[src/rtl/uart_fifo_system.sv]
// UART transmitter and receiver, each behind a small FIFO, with configurable parity and
// stop-bit count. Received bytes carry parity/framing flags; a full RX FIFO sets overrun.
module uart_fifo_system #(
  parameter int unsigned DATA_WIDTH = 8,
  parameter int unsigned BAUD_RATE  = 19200,
  parameter int unsigned CLK_FREQ   = 50_000_000,
  parameter int unsigned PARITY     = 0,
  parameter int unsigned STOP_BITS  = 1,
  parameter int unsigned FIFO_DEPTH = 4
) (
  input  logic                  clk,
  input  logic                  rstN,
  input  logic                  txByteStart,
  input  logic [DATA_WIDTH-1:0] byteForTx,
  output logic                  tx_ready,
  output logic                  tx,
  input  logic                  rx,
  output logic                  rx_ready,
  input  logic                  rx_pop,
  output logic [DATA_WIDTH-1:0] byteFromRx,
  output logic                  rx_parity_error,
  output logic                  rx_frame_error,
  output logic                  rx_overrun,
  output logic                  rx_new_byte_started
);
  localparam int unsigned BaudDiv = CLK_FREQ / BAUD_RATE;
  localparam int unsigned CntW    = $clog2(BaudDiv) + 1;
  localparam int unsigned AddrW   = $clog2(FIFO_DEPTH);
  localparam int unsigned BitW    = $clog2(DATA_WIDTH);
  localparam int unsigned EntW    = DATA_WIDTH + 2;

  localparam logic [CntW-1:0] BitEnd  = CntW'(BaudDiv - 1);
  localparam logic [CntW-1:0] HalfBit = CntW'(BaudDiv / 2);
  localparam logic [CntW-1:0] StopEnd = CntW'(STOP_BITS * BaudDiv - 1);
  localparam logic [BitW-1:0] LastBit = BitW'(DATA_WIDTH - 1);

  typedef enum logic [2:0] {StIdle, StStart, StData, StParity, StStop} state_e;

  function automatic logic par_bit(input logic [DATA_WIDTH-1:0] d);
    par_bit = (PARITY == 1) ? ^d : ~^d;
  endfunction

  // ---------------- TX FIFO ----------------
  logic [DATA_WIDTH-1:0] tx_mem_q [FIFO_DEPTH];
  logic [AddrW:0]        tx_wr_q, tx_wr_d, tx_rd_q, tx_rd_d;
  logic                  tx_full, tx_empty, tx_push, tx_pop;
  logic [DATA_WIDTH-1:0] tx_head;

  assign tx_empty = (tx_wr_q == tx_rd_q);
  assign tx_full  = (tx_wr_q[AddrW] != tx_rd_q[AddrW]) &&
                    (tx_wr_q[AddrW-1:0] == tx_rd_q[AddrW-1:0]);
  assign tx_push  = txByteStart && !tx_full;
  assign tx_ready = !tx_full;
  assign tx_head  = tx_mem_q[tx_rd_q[AddrW-1:0]];

  always_ff @(posedge clk) begin
    if (tx_push) tx_mem_q[tx_wr_q[AddrW-1:0]] <= byteForTx;
  end

  // ---------------- TX FSM ----------------
  state_e                tx_state_q, tx_state_d;
  logic [CntW-1:0]       tx_cnt_q, tx_cnt_d;
  logic [BitW-1:0]       tx_bit_q, tx_bit_d;
  logic [DATA_WIDTH-1:0] tx_shift_q, tx_shift_d;
  logic                  tx_par_q, tx_par_d;
  logic                  tx_q, tx_d;

  always_comb begin
    tx_state_d = tx_state_q;
    tx_cnt_d   = tx_cnt_q + 1'b1;
    tx_bit_d   = tx_bit_q;
    tx_shift_d = tx_shift_q;
    tx_par_d   = tx_par_q;
    tx_d       = tx_q;
    tx_pop     = 1'b0;
    case (tx_state_q)
      StIdle: begin
        tx_cnt_d = '0;
        tx_d     = 1'b1;
        tx_pop   = !tx_empty;
      end
      StStart: if (tx_cnt_q == BitEnd) begin
        tx_cnt_d   = '0;
        tx_bit_d   = '0;
        tx_state_d = StData;
        tx_d       = tx_shift_q[0];
      end
      StData: if (tx_cnt_q == BitEnd) begin
        tx_cnt_d   = '0;
        tx_shift_d = tx_shift_q >> 1;
        tx_bit_d   = tx_bit_q + 1'b1;
        tx_d       = tx_shift_q[1];
        if (tx_bit_q == LastBit) begin
          tx_state_d = (PARITY != 0) ? StParity : StStop;
          tx_d       = (PARITY != 0) ? tx_par_q : 1'b1;
        end
      end
      StParity: if (tx_cnt_q == BitEnd) begin
        tx_cnt_d   = '0;
        tx_state_d = StStop;
        tx_d       = 1'b1;
      end
      StStop: if (tx_cnt_q == StopEnd) begin
        tx_cnt_d   = '0;
        tx_state_d = StIdle;
        tx_d       = 1'b1;
        tx_pop     = !tx_empty;
      end
      default: tx_state_d = StIdle;
    endcase
    // Loading from IDLE or straight out of STOP keeps frames contiguous.
    if (tx_pop) begin
      tx_state_d = StStart;
      tx_cnt_d   = '0;
      tx_shift_d = tx_head;
      tx_par_d   = par_bit(tx_head);
      tx_d       = 1'b0;
    end
    tx_wr_d = tx_push ? tx_wr_q + 1'b1 : tx_wr_q;
    tx_rd_d = tx_pop ? tx_rd_q + 1'b1 : tx_rd_q;
  end

  always_ff @(posedge clk or negedge rstN) begin
    if (!rstN) begin
      tx_state_q <= StIdle;
      tx_cnt_q   <= '0;
      tx_bit_q   <= '0;
      tx_shift_q <= '0;
      tx_par_q   <= 1'b0;
      tx_q       <= 1'b1;
      tx_wr_q    <= '0;
      tx_rd_q    <= '0;
    end else begin
      tx_state_q <= tx_state_d;
      tx_cnt_q   <= tx_cnt_d;
      tx_bit_q   <= tx_bit_d;
      tx_shift_q <= tx_shift_d;
      tx_par_q   <= tx_par_d;
      tx_q       <= tx_d;
      tx_wr_q    <= tx_wr_d;
      tx_rd_q    <= tx_rd_d;
    end
  end

  assign tx = tx_q;

  // ---------------- RX FSM ----------------
  state_e                rx_state_q, rx_state_d;
  logic [CntW-1:0]       rx_cnt_q, rx_cnt_d;
  logic [BitW-1:0]       rx_bit_q, rx_bit_d;
  logic [DATA_WIDTH-1:0] rx_shift_q, rx_shift_d;
  logic                  rx_perr_q, rx_perr_d;
  logic                  rx_meta_q, rx_meta_d, rx_sync_q, rx_sync_d, rx_prev_q, rx_prev_d;
  logic                  rx_pulse_q, rx_pulse_d;
  logic                  rx_wr, rx_ferr;

  always_comb begin
    rx_meta_d  = rx;
    rx_sync_d  = rx_meta_q;
    rx_prev_d  = rx_sync_q;
    rx_state_d = rx_state_q;
    rx_cnt_d   = rx_cnt_q + 1'b1;
    rx_bit_d   = rx_bit_q;
    rx_shift_d = rx_shift_q;
    rx_perr_d  = rx_perr_q;
    rx_pulse_d = 1'b0;
    rx_wr      = 1'b0;
    rx_ferr    = 1'b0;
    case (rx_state_q)
      StIdle: begin
        rx_cnt_d = '0;
        if (rx_prev_q && !rx_sync_q) rx_state_d = StStart;
      end
      StStart: if (rx_cnt_q == HalfBit) begin
        rx_cnt_d = '0;
        if (rx_sync_q) begin
          rx_state_d = StIdle;
        end else begin
          rx_state_d = StData;
          rx_bit_d   = '0;
          rx_perr_d  = 1'b0;
          rx_pulse_d = 1'b1;
        end
      end
      StData: if (rx_cnt_q == BitEnd) begin
        rx_cnt_d   = '0;
        rx_shift_d = {rx_sync_q, rx_shift_q[DATA_WIDTH-1:1]};
        rx_bit_d   = rx_bit_q + 1'b1;
        if (rx_bit_q == LastBit) rx_state_d = (PARITY != 0) ? StParity : StStop;
      end
      StParity: if (rx_cnt_q == BitEnd) begin
        rx_cnt_d   = '0;
        rx_perr_d  = (rx_sync_q != par_bit(rx_shift_q));
        rx_state_d = StStop;
      end
      StStop: if (rx_cnt_q == BitEnd) begin
        rx_cnt_d   = '0;
        rx_state_d = StIdle;
        rx_wr      = 1'b1;
        rx_ferr    = !rx_sync_q;
      end
      default: rx_state_d = StIdle;
    endcase
  end

  // ---------------- RX FIFO ----------------
  logic [EntW-1:0] rx_mem_q [FIFO_DEPTH];
  logic [AddrW:0]  rx_wr_q, rx_wr_d, rx_rd_q, rx_rd_d;
  logic            rx_full, rx_empty, rx_pop_eff, rx_wr_ok, rx_drop;
  logic            rx_ovr_q, rx_ovr_d;
  logic [EntW-1:0] rx_head;

  assign rx_empty   = (rx_wr_q == rx_rd_q);
  assign rx_full    = (rx_wr_q[AddrW] != rx_rd_q[AddrW]) &&
                      (rx_wr_q[AddrW-1:0] == rx_rd_q[AddrW-1:0]);
  assign rx_pop_eff = rx_pop && !rx_empty;
  // A pop in the same cycle frees the slot for the incoming byte.
  assign rx_wr_ok   = rx_wr && (!rx_full || rx_pop_eff);
  assign rx_drop    = rx_wr && rx_full && !rx_pop_eff;
  assign rx_head    = rx_mem_q[rx_rd_q[AddrW-1:0]];

  always_comb begin
    rx_wr_d  = rx_wr_ok ? rx_wr_q + 1'b1 : rx_wr_q;
    rx_rd_d  = rx_pop_eff ? rx_rd_q + 1'b1 : rx_rd_q;
    rx_ovr_d = rx_ovr_q;
    if (rx_pop_eff) rx_ovr_d = 1'b0;
    if (rx_drop)    rx_ovr_d = 1'b1;
  end

  always_ff @(posedge clk) begin
    if (rx_wr_ok) rx_mem_q[rx_wr_q[AddrW-1:0]] <= {rx_shift_q, rx_perr_q, rx_ferr};
  end

  always_ff @(posedge clk or negedge rstN) begin
    if (!rstN) begin
      rx_meta_q  <= 1'b1;
      rx_sync_q  <= 1'b1;
      rx_prev_q  <= 1'b1;
      rx_state_q <= StIdle;
      rx_cnt_q   <= '0;
      rx_bit_q   <= '0;
      rx_shift_q <= '0;
      rx_perr_q  <= 1'b0;
      rx_pulse_q <= 1'b0;
      rx_wr_q    <= '0;
      rx_rd_q    <= '0;
      rx_ovr_q   <= 1'b0;
    end else begin
      rx_meta_q  <= rx_meta_d;
      rx_sync_q  <= rx_sync_d;
      rx_prev_q  <= rx_prev_d;
      rx_state_q <= rx_state_d;
      rx_cnt_q   <= rx_cnt_d;
      rx_bit_q   <= rx_bit_d;
      rx_shift_q <= rx_shift_d;
      rx_perr_q  <= rx_perr_d;
      rx_pulse_q <= rx_pulse_d;
      rx_wr_q    <= rx_wr_d;
      rx_rd_q    <= rx_rd_d;
      rx_ovr_q   <= rx_ovr_d;
    end
  end

  // Head entry is only presented while valid so stale slots never leak out.
  assign rx_ready            = !rx_empty;
  assign byteFromRx          = rx_ready ? rx_head[EntW-1:2] : '0;
  assign rx_parity_error     = rx_ready && rx_head[1];
  assign rx_frame_error      = rx_ready && rx_head[0];
  assign rx_overrun          = rx_ovr_q;
  assign rx_new_byte_started = rx_pulse_q;

endmodule

[config.mk]
export PLATFORM = sky130hd
export DESIGN_NAME = uart_fifo_system
export DESIGN_NICKNAME = d
export VERILOG_FILES = /design/src/rtl/uart_fifo_system.sv
export SDC_FILE = /design/constraint.sdc
export NUM_CORES = 1
export LEC_CHECK = 0
export CAP_MARGIN = 10
export CORE_UTILIZATION = 50
export DETAILED_ROUTE_END_ITERATION = 8
export GPL_TIMING_DRIVEN = 1
export PLACE_DENSITY = 0.65
export SYNTH_ARGS = -nofsm -noshare
export SYNTH_HDL_FRONTEND = slang
export SYNTH_SLANG_ARGS = --single-unit
[constraint.sdc]
create_clock -name clk -period 3.3 [get_ports clk]
set_clock_uncertainty 0.2 [all_clocks]
set_input_delay 0.33 -clock clk [delete_from_list [all_inputs] [get_ports clk]]
set_output_delay 0.33 -clock clk [all_outputs]
set_load 0.02 [all_outputs]
==> metrics.txt, run 1 <==
Die W=115 µm; GRT Total Usage=0.175; GP Congestion=0.779; clk_lat worst skew=0.42 ns; Post-synth EDFFs=72; PortBufs=27; CTS tree=built; final number of hold-violating endpoints=0; CP required=2.77 ns; Synth Warn #=0; Hold Crit Class=input port to flip-flop; min cycle time layout=3.03 ns; initial antenna violation count=0; number of remaining DRC errors=0; CP arrival=2.50 ns; Cell Area, Synth=6390 µm²; Initial Util=0.523; Worst-path clk slew=0.06 ns; CTS hold repair buffers=1; Final HPWL DP=6790 µm; PD cells=599 nW/µm²; CP Cell Sequence=xor2_1, nor2_1, nand2_1, and2_1, clkdlybuf4s50_1; # rows=40; Inserted Clock Buffers=17; total core area=12,200 µm²; post_cts resized=0; Max-slew headroom=0.380; Nets=534; Worst-Margin Slew=0.930 ns; Critical Path End Type=primary output; share of cells above drive strength 1=0.145; run status=finished, final reports clean; routed wire length=10,200 µm; Die ar.=13,200 µm²; startpoint types=flip-flop; Final Max Tran Viols=0; Net Count, Synth=500; DP Worst Slack=0.698 ns; pin count of the biggest net entering global routing=74; Die H=115 µm; Synth cell types=50; post-CTS setup buffer count=0; drt first pass iters=4; mean post-synth cell area=13.6 µm²; maximum fanout along the worst path=14; Fin Hold WS=0.122 ns; critical path's largest stage delay=0.66 ns; vias in the first global route=3,551; htree depth=4; Leakage=3.10 nW; vias=3,548; ys async rst share=0.503; Setup TNS=0 ns; grt ovf=0; Vias/cell=5.18; Crit Path Category=flip-flop to primary output; first-pass GRT wire length=17,200 µm; unrepaired setup endpoints after global routing=false; final antenna-violating net count=0; setup ws final=0.271 ns; 1st-iter DRT viols=248; Core Util, Final=0.602; max-capacitance violation count=0; Seq cells post-synth=145; Routed wire per std cell=14.8 µm; clock sinks=145; critical path's slowest cell=dfrtp_1; highest clock rate=330 MHz; Final Setup Violations=0; gate count of the mapped netlist=470; Ant. Diodes=0; Main synth FF type=edfxtp_1; P&R area growth vs syn=15.1%; period utilization=0.918; clk root buf=clkbuf_16; register area share after synthesis=0.625; Max VDD drop=0.412 mV; I/O pin total=28; Clock Path Buffers=2
-- per-layer routing --
layer / vias up / GRT usage / share of wire
met3: 9 / 0.0559 / 0.035
met2: 55 / 0.284 / 0.49
met4: 0 / 0.0753 / 0.014
li1: 1741 / - / -
met5: - / 0 / 0
met1: 1743 / 0.218 / 0.46
-- per-stage QoR --
stage / cells / area (µm²) / total power, W
3_5_place_dp: 652 / 6810 / 0.00273
2_1_floorplan: 470 / 6390 / 0.00256
3_3_place_gp: 652 / 6810 / 0.00271
6_report: 685 / 7360 / 0.00441
4_1_cts: 685 / 7360 / 0.00447
5_1_grt: 685 / 7360 / 0.00461
-- path summary, 6_finish.rpt --
| check | from | end | slack (ns) | depth (start not counted) |
|---|---|---|---|---|
| setup / recovery | rx_rd_q[1] | byteFromRx[6] | 0.27 | 5 |
| hold / removal | rx | rx_meta_q | 0.12 | 1 |
| setup reg to reg | tx_cnt_q[0] | tx_shift_q[1] | 0.94 | 6 |
| hold reg to reg | rx_meta_q | rx_prev_d | 0.16 | 0 |
| max in group asynchronous | rstN | rx_cnt_q[0] | 1.90 | 2 |
| min in group asynchronous | rstN | rx_cnt_q[9] | 0.38 | 2 |
-- power breakdown --
| part | switching [W] | internal [W] | total [W] |
|---|---|---|---|
| combinational | 0.000254 | 0.000237 | 0.000491 |
| sequential | 0.000137 | 0.00205 | 0.00219 |
| clock | 0.000688 | 0.00104 | 0.00172 |
-- worst max-delay path: cells and delay by family (launching register included) --
| family | cells | cell delay [ns] |
|---|---|---|
| xor gates and xnor gates | 1 | 0.27 |
| DFF | 1 | 0.66 |
| buffers and inverters | 1 | 0.60 |
| and+or+nand+nor | 3 | 0.54 |
-- flip-flops by register name, summed over array words and instances, names as in the netlist, 3 cells and up --
register,flops
rx_wr_q,3
tx_mem_q,32
tx_rd_q,3
rx_rd_q,3
tx_cnt_q,13
rx_mem_q,40
tx_shift_q,8
rx_bit_q,3
tx_bit_q,3
tx_wr_q,3
rx_cnt_q,13
tx_state_q,3
rx_shift_q,8
rx_state_q,3
-- cells by family (layout without fill, tap and decap cells) --
family | count (synthesis) | count (layout) | share of synthesized area
adders and majority gates | 17 | 17 | 0.0333
DFF | 145 | 145 | 0.625
muxes | 27 | 27 | 0.0781
buffers and inverters | 28 | 75 | 0.0202
AOI/OAI and AO/OA | 40 | 40 | 0.0413
and+or+nand+nor | 169 | 169 | 0.140
xor gates and xnor gates | 44 | 44 | 0.0615
-- cell usage after synthesis (all sizes together), types with 2 or more instances --
master,n,area share
dfstp,4,0.016
clkbuf,5,0.0029
buf,13,0.011
and4,2,0.0027
and2,17,0.018
inv,10,0.0059
nor3,8,0.0078
and3,13,0.013
xnor2,25,0.034
and4bb,4,0.0078
a21o,4,0.0047
a21oi,5,0.0039
dfrtp,69,0.27
nand3,11,0.0086
o21bai,2,0.0023
nor2,38,0.022
nor3b,4,0.0065
nor2b,4,0.0039
xor2,19,0.027
nand4,3,0.0029
nor4,2,0.0020
a22o,7,0.0096
or3,4,0.0039
mux2,3,0.0053
nand3b,2,0.0023
edfxtp,72,0.34
nand2,54,0.032
ha,17,0.033
mux4,18,0.063
o21ai,16,0.013
mux2i,6,0.0094
-- layout by cell type, fill, tap and decap left out, types with 5 or more instances in the layout --
| master | Yosys | layout |
|---|---|---|
| nor2_1 | 38 | 38 |
| nand3_1 | 11 | 11 |
| and2_1 | 12 | 12 |
| mux2i_1 | 6 | 6 |
| clkdlybuf4s50_1 | 0 | 26 |
| nor3_1 | 6 | 6 |
| and3_1 | 12 | 12 |
| edfxtp_1 | 72 | 72 |
| o21ai_0 | 14 | 14 |
| nand2_1 | 54 | 54 |
| ha_1 | 17 | 17 |
| a21oi_1 | 5 | 5 |
| inv_1 | 10 | 10 |
| clkbuf_1 | 5 | 6 |
| xnor2_1 | 25 | 25 |
| buf_4 | 3 | 6 |
| clkbuf_16 | 0 | 17 |
| a22o_1 | 7 | 7 |
| dfrtp_1 | 69 | 69 |
| mux4_2 | 18 | 18 |
| xor2_1 | 18 | 18 |
-- area by class of cell --
type,instances,area [µm²]
fill,965,4860
clock inverter,5,30.0
tap,168,210
timing repair buffer,33,315
clock buffer,27,503
multi-input combinational,297,2270
inverter,10,37.5
sequential,145,3990
Note: power is estimated with default switching activity, not from simulation.
==> run 2, diff against run 1 <==
CTS_BUF_LIST = sky130_fd_sc_hd__clkbuf_8   (was default)
CTS_CLUSTER_DIAMETER = 40   (was default)
==> metrics.txt, run 2 (synthesis results as in run 1) <==
run status=finished, final reports clean; vias=3,563 (+0.42%); placed inst area=6810 µm² (unchanged); clock sinks=145 (unchanged); unrepaired setup endpoints after global routing=false; maximum fanout along the worst path=14 (unchanged); I/O pin total=28 (unchanged); highest clock rate=331 MHz (+0.24%); most frequent cells in the layout=72 x edfxtp_1, 69 x dfrtp_1, 54 x nand2_1; first-pass GRT wire length=17,000 µm (-1.4%); htree depth=4 (unchanged); Hold Crit Start=rx; Die H=115 µm (unchanged); Hold Crit Class=input port to flip-flop; Critical R2R Launch=tx_cnt_q[0]; GP Congestion=0.779 (unchanged); fin area=7160 µm² (-2.6%); Final HPWL DP=6790 µm (unchanged); min cycle time layout=3.02 ns (-0.00737 ns); Largest register FFs=40 (unchanged); 1st-iter DRT viols=203 (-18%); Final Max Tran Viols=0 (unchanged); Setup TNS=0 ns (unchanged); final number of hold-violating endpoints=0 (unchanged); vias in the first global route=3,546 (-0.14%); Leakage=3.04 nW (-2.0%); Ant. Diodes=0 (unchanged); final antenna-violating net count=0 (unchanged); CP arrival=2.49 ns (about the same); Routed wire per std cell=14.6 µm (-1.3%); grt ovf=0 (unchanged); clk root buf=clkbuf_8; post-CTS setup buffer count=0 (unchanged); share of cells above drive strength 1=0.145 (unchanged); Worst Hold Endpoint=rx_meta_q; Die W=115 µm (unchanged); period utilization=0.916 (-0.00223); PD cells=541 nW/µm² (-9.8%); R2R depth=6 (unchanged); Clock Path Buffers=2 (unchanged); Die ar.=13,200 µm² (unchanged); Vias/cell=5.20 (+0.42%); CP required=2.77 ns (about the same); total core area=12,200 µm² (unchanged); initial antenna violation count=0 (unchanged); Initial Util=0.523 (unchanged); CTS hold repair buffers=1 (unchanged); post_cts resized=0 (unchanged); GRT Total Usage=0.172 (-0.00291); P&R area growth vs syn=12.1%; worst hold stages=1 (unchanged); Max-slew headroom=0.387 (+0.00652); Max VDD drop=0.406 mV (-1.5%); startpoint types=flip-flop; setup ws final=0.279 ns (+0.00737 ns); max-capacitance violation count=0 (unchanged); Final Setup Violations=0 (unchanged); Inserted Clock Buffers=17 (unchanged); number of remaining DRC errors=0 (unchanged); r2r setup slk=0.93 ns (about the same); drt first pass iters=4 (unchanged); pin count of the biggest net entering global routing=74 (unchanged); Worst-path clk slew=0.07 ns (about the same); routed wire length=10,000 µm (-1.3%); clk_lat worst skew=0.44 ns (+0.02 ns); DP Worst Slack=0.698 ns (unchanged); Tot Pwr=0.00387 W (-12%); Nets=534 (unchanged); # rows=40 (unchanged); most common cell after layout, fill and taps aside=edfxtp_1; Core Util, Final=0.587 (-0.0157); Worst-Margin Slew=0.920 ns (-0.00978 ns); CTS tree=built; RR Endpoint=tx_shift_q[1]; Crit Path Category=flip-flop to primary output; PortBufs=27 (unchanged); Critical Path End Type=primary output
[run 2: changes by cell type in the layout (fill, tap and decap cells not counted)]
cell,previous run,this run
clkbuf_1,6,0
clkbuf_16,17,0
clkbuf_8,4,21
inv_1,10,16
[run 2: layout make-up]
type	count	area, µm²
fill	981	5050
sequential	145	3990
multi-input combinational	297	2270
timing repair buffer	33	315
clock buffer	21	289
tap	168	210
clock inverter	11	52.6
inverter	10	37.5
[run 2: metrics by stage]
step                      std cells  hold slack, ns
final                           685           0.105
after global routing            685          0.0639
after CTS                       685          0.0671
after detailed placement        652           0.157
after global placement          652           0.156
after floorplan                 470          -0.166
[run 2: worst max-delay path by stage]
| stage | from | endpoint | slack, ns | depth (start not counted) |
|---|---|---|---|---|
| 2_1_floorplan | rx_cnt_q[0] | rx_mem_q[0][0] | 1.23 | 5 |
| 3_3_place_gp | rx_rd_q[1] | byteFromRx[6] | 0.72 | 5 |
| 3_5_place_dp | rx_rd_q[1] | byteFromRx[6] | 0.70 | 5 |
| 4_1_cts | rx_rd_q[1] | byteFromRx[6] | 0.18 | 5 |
| 5_1_grt | rx_rd_q[1] | rx_parity_error | 0.05 | 5 |
| 6_report | rx_rd_q[1] | byteFromRx[6] | 0.28 | 5 |
[run 2: routing by layer]
metal  wire length (µm)  up-vias  track usage
met3                394       10       0.0485
met1               4540     1744        0.215
met2               4950       66        0.281
li1                   -     1743            -
met5                  0        -            0
met4                133        0       0.0779
[run 2: report_power, final]
part           switching [W]  internal (W)
Combinational       0.000253      0.000237
Sequential          0.000136       0.00205
Clock               0.000617      0.000579
[run 2: critical path, stage by stage (launching register included)]
cell	delay (ns)
dfrtp_1	0.65
xor2_1	0.27
nor2_1	0.08
nand2_1	0.27
and2_1	0.19
clkdlybuf4s50_1	0.60
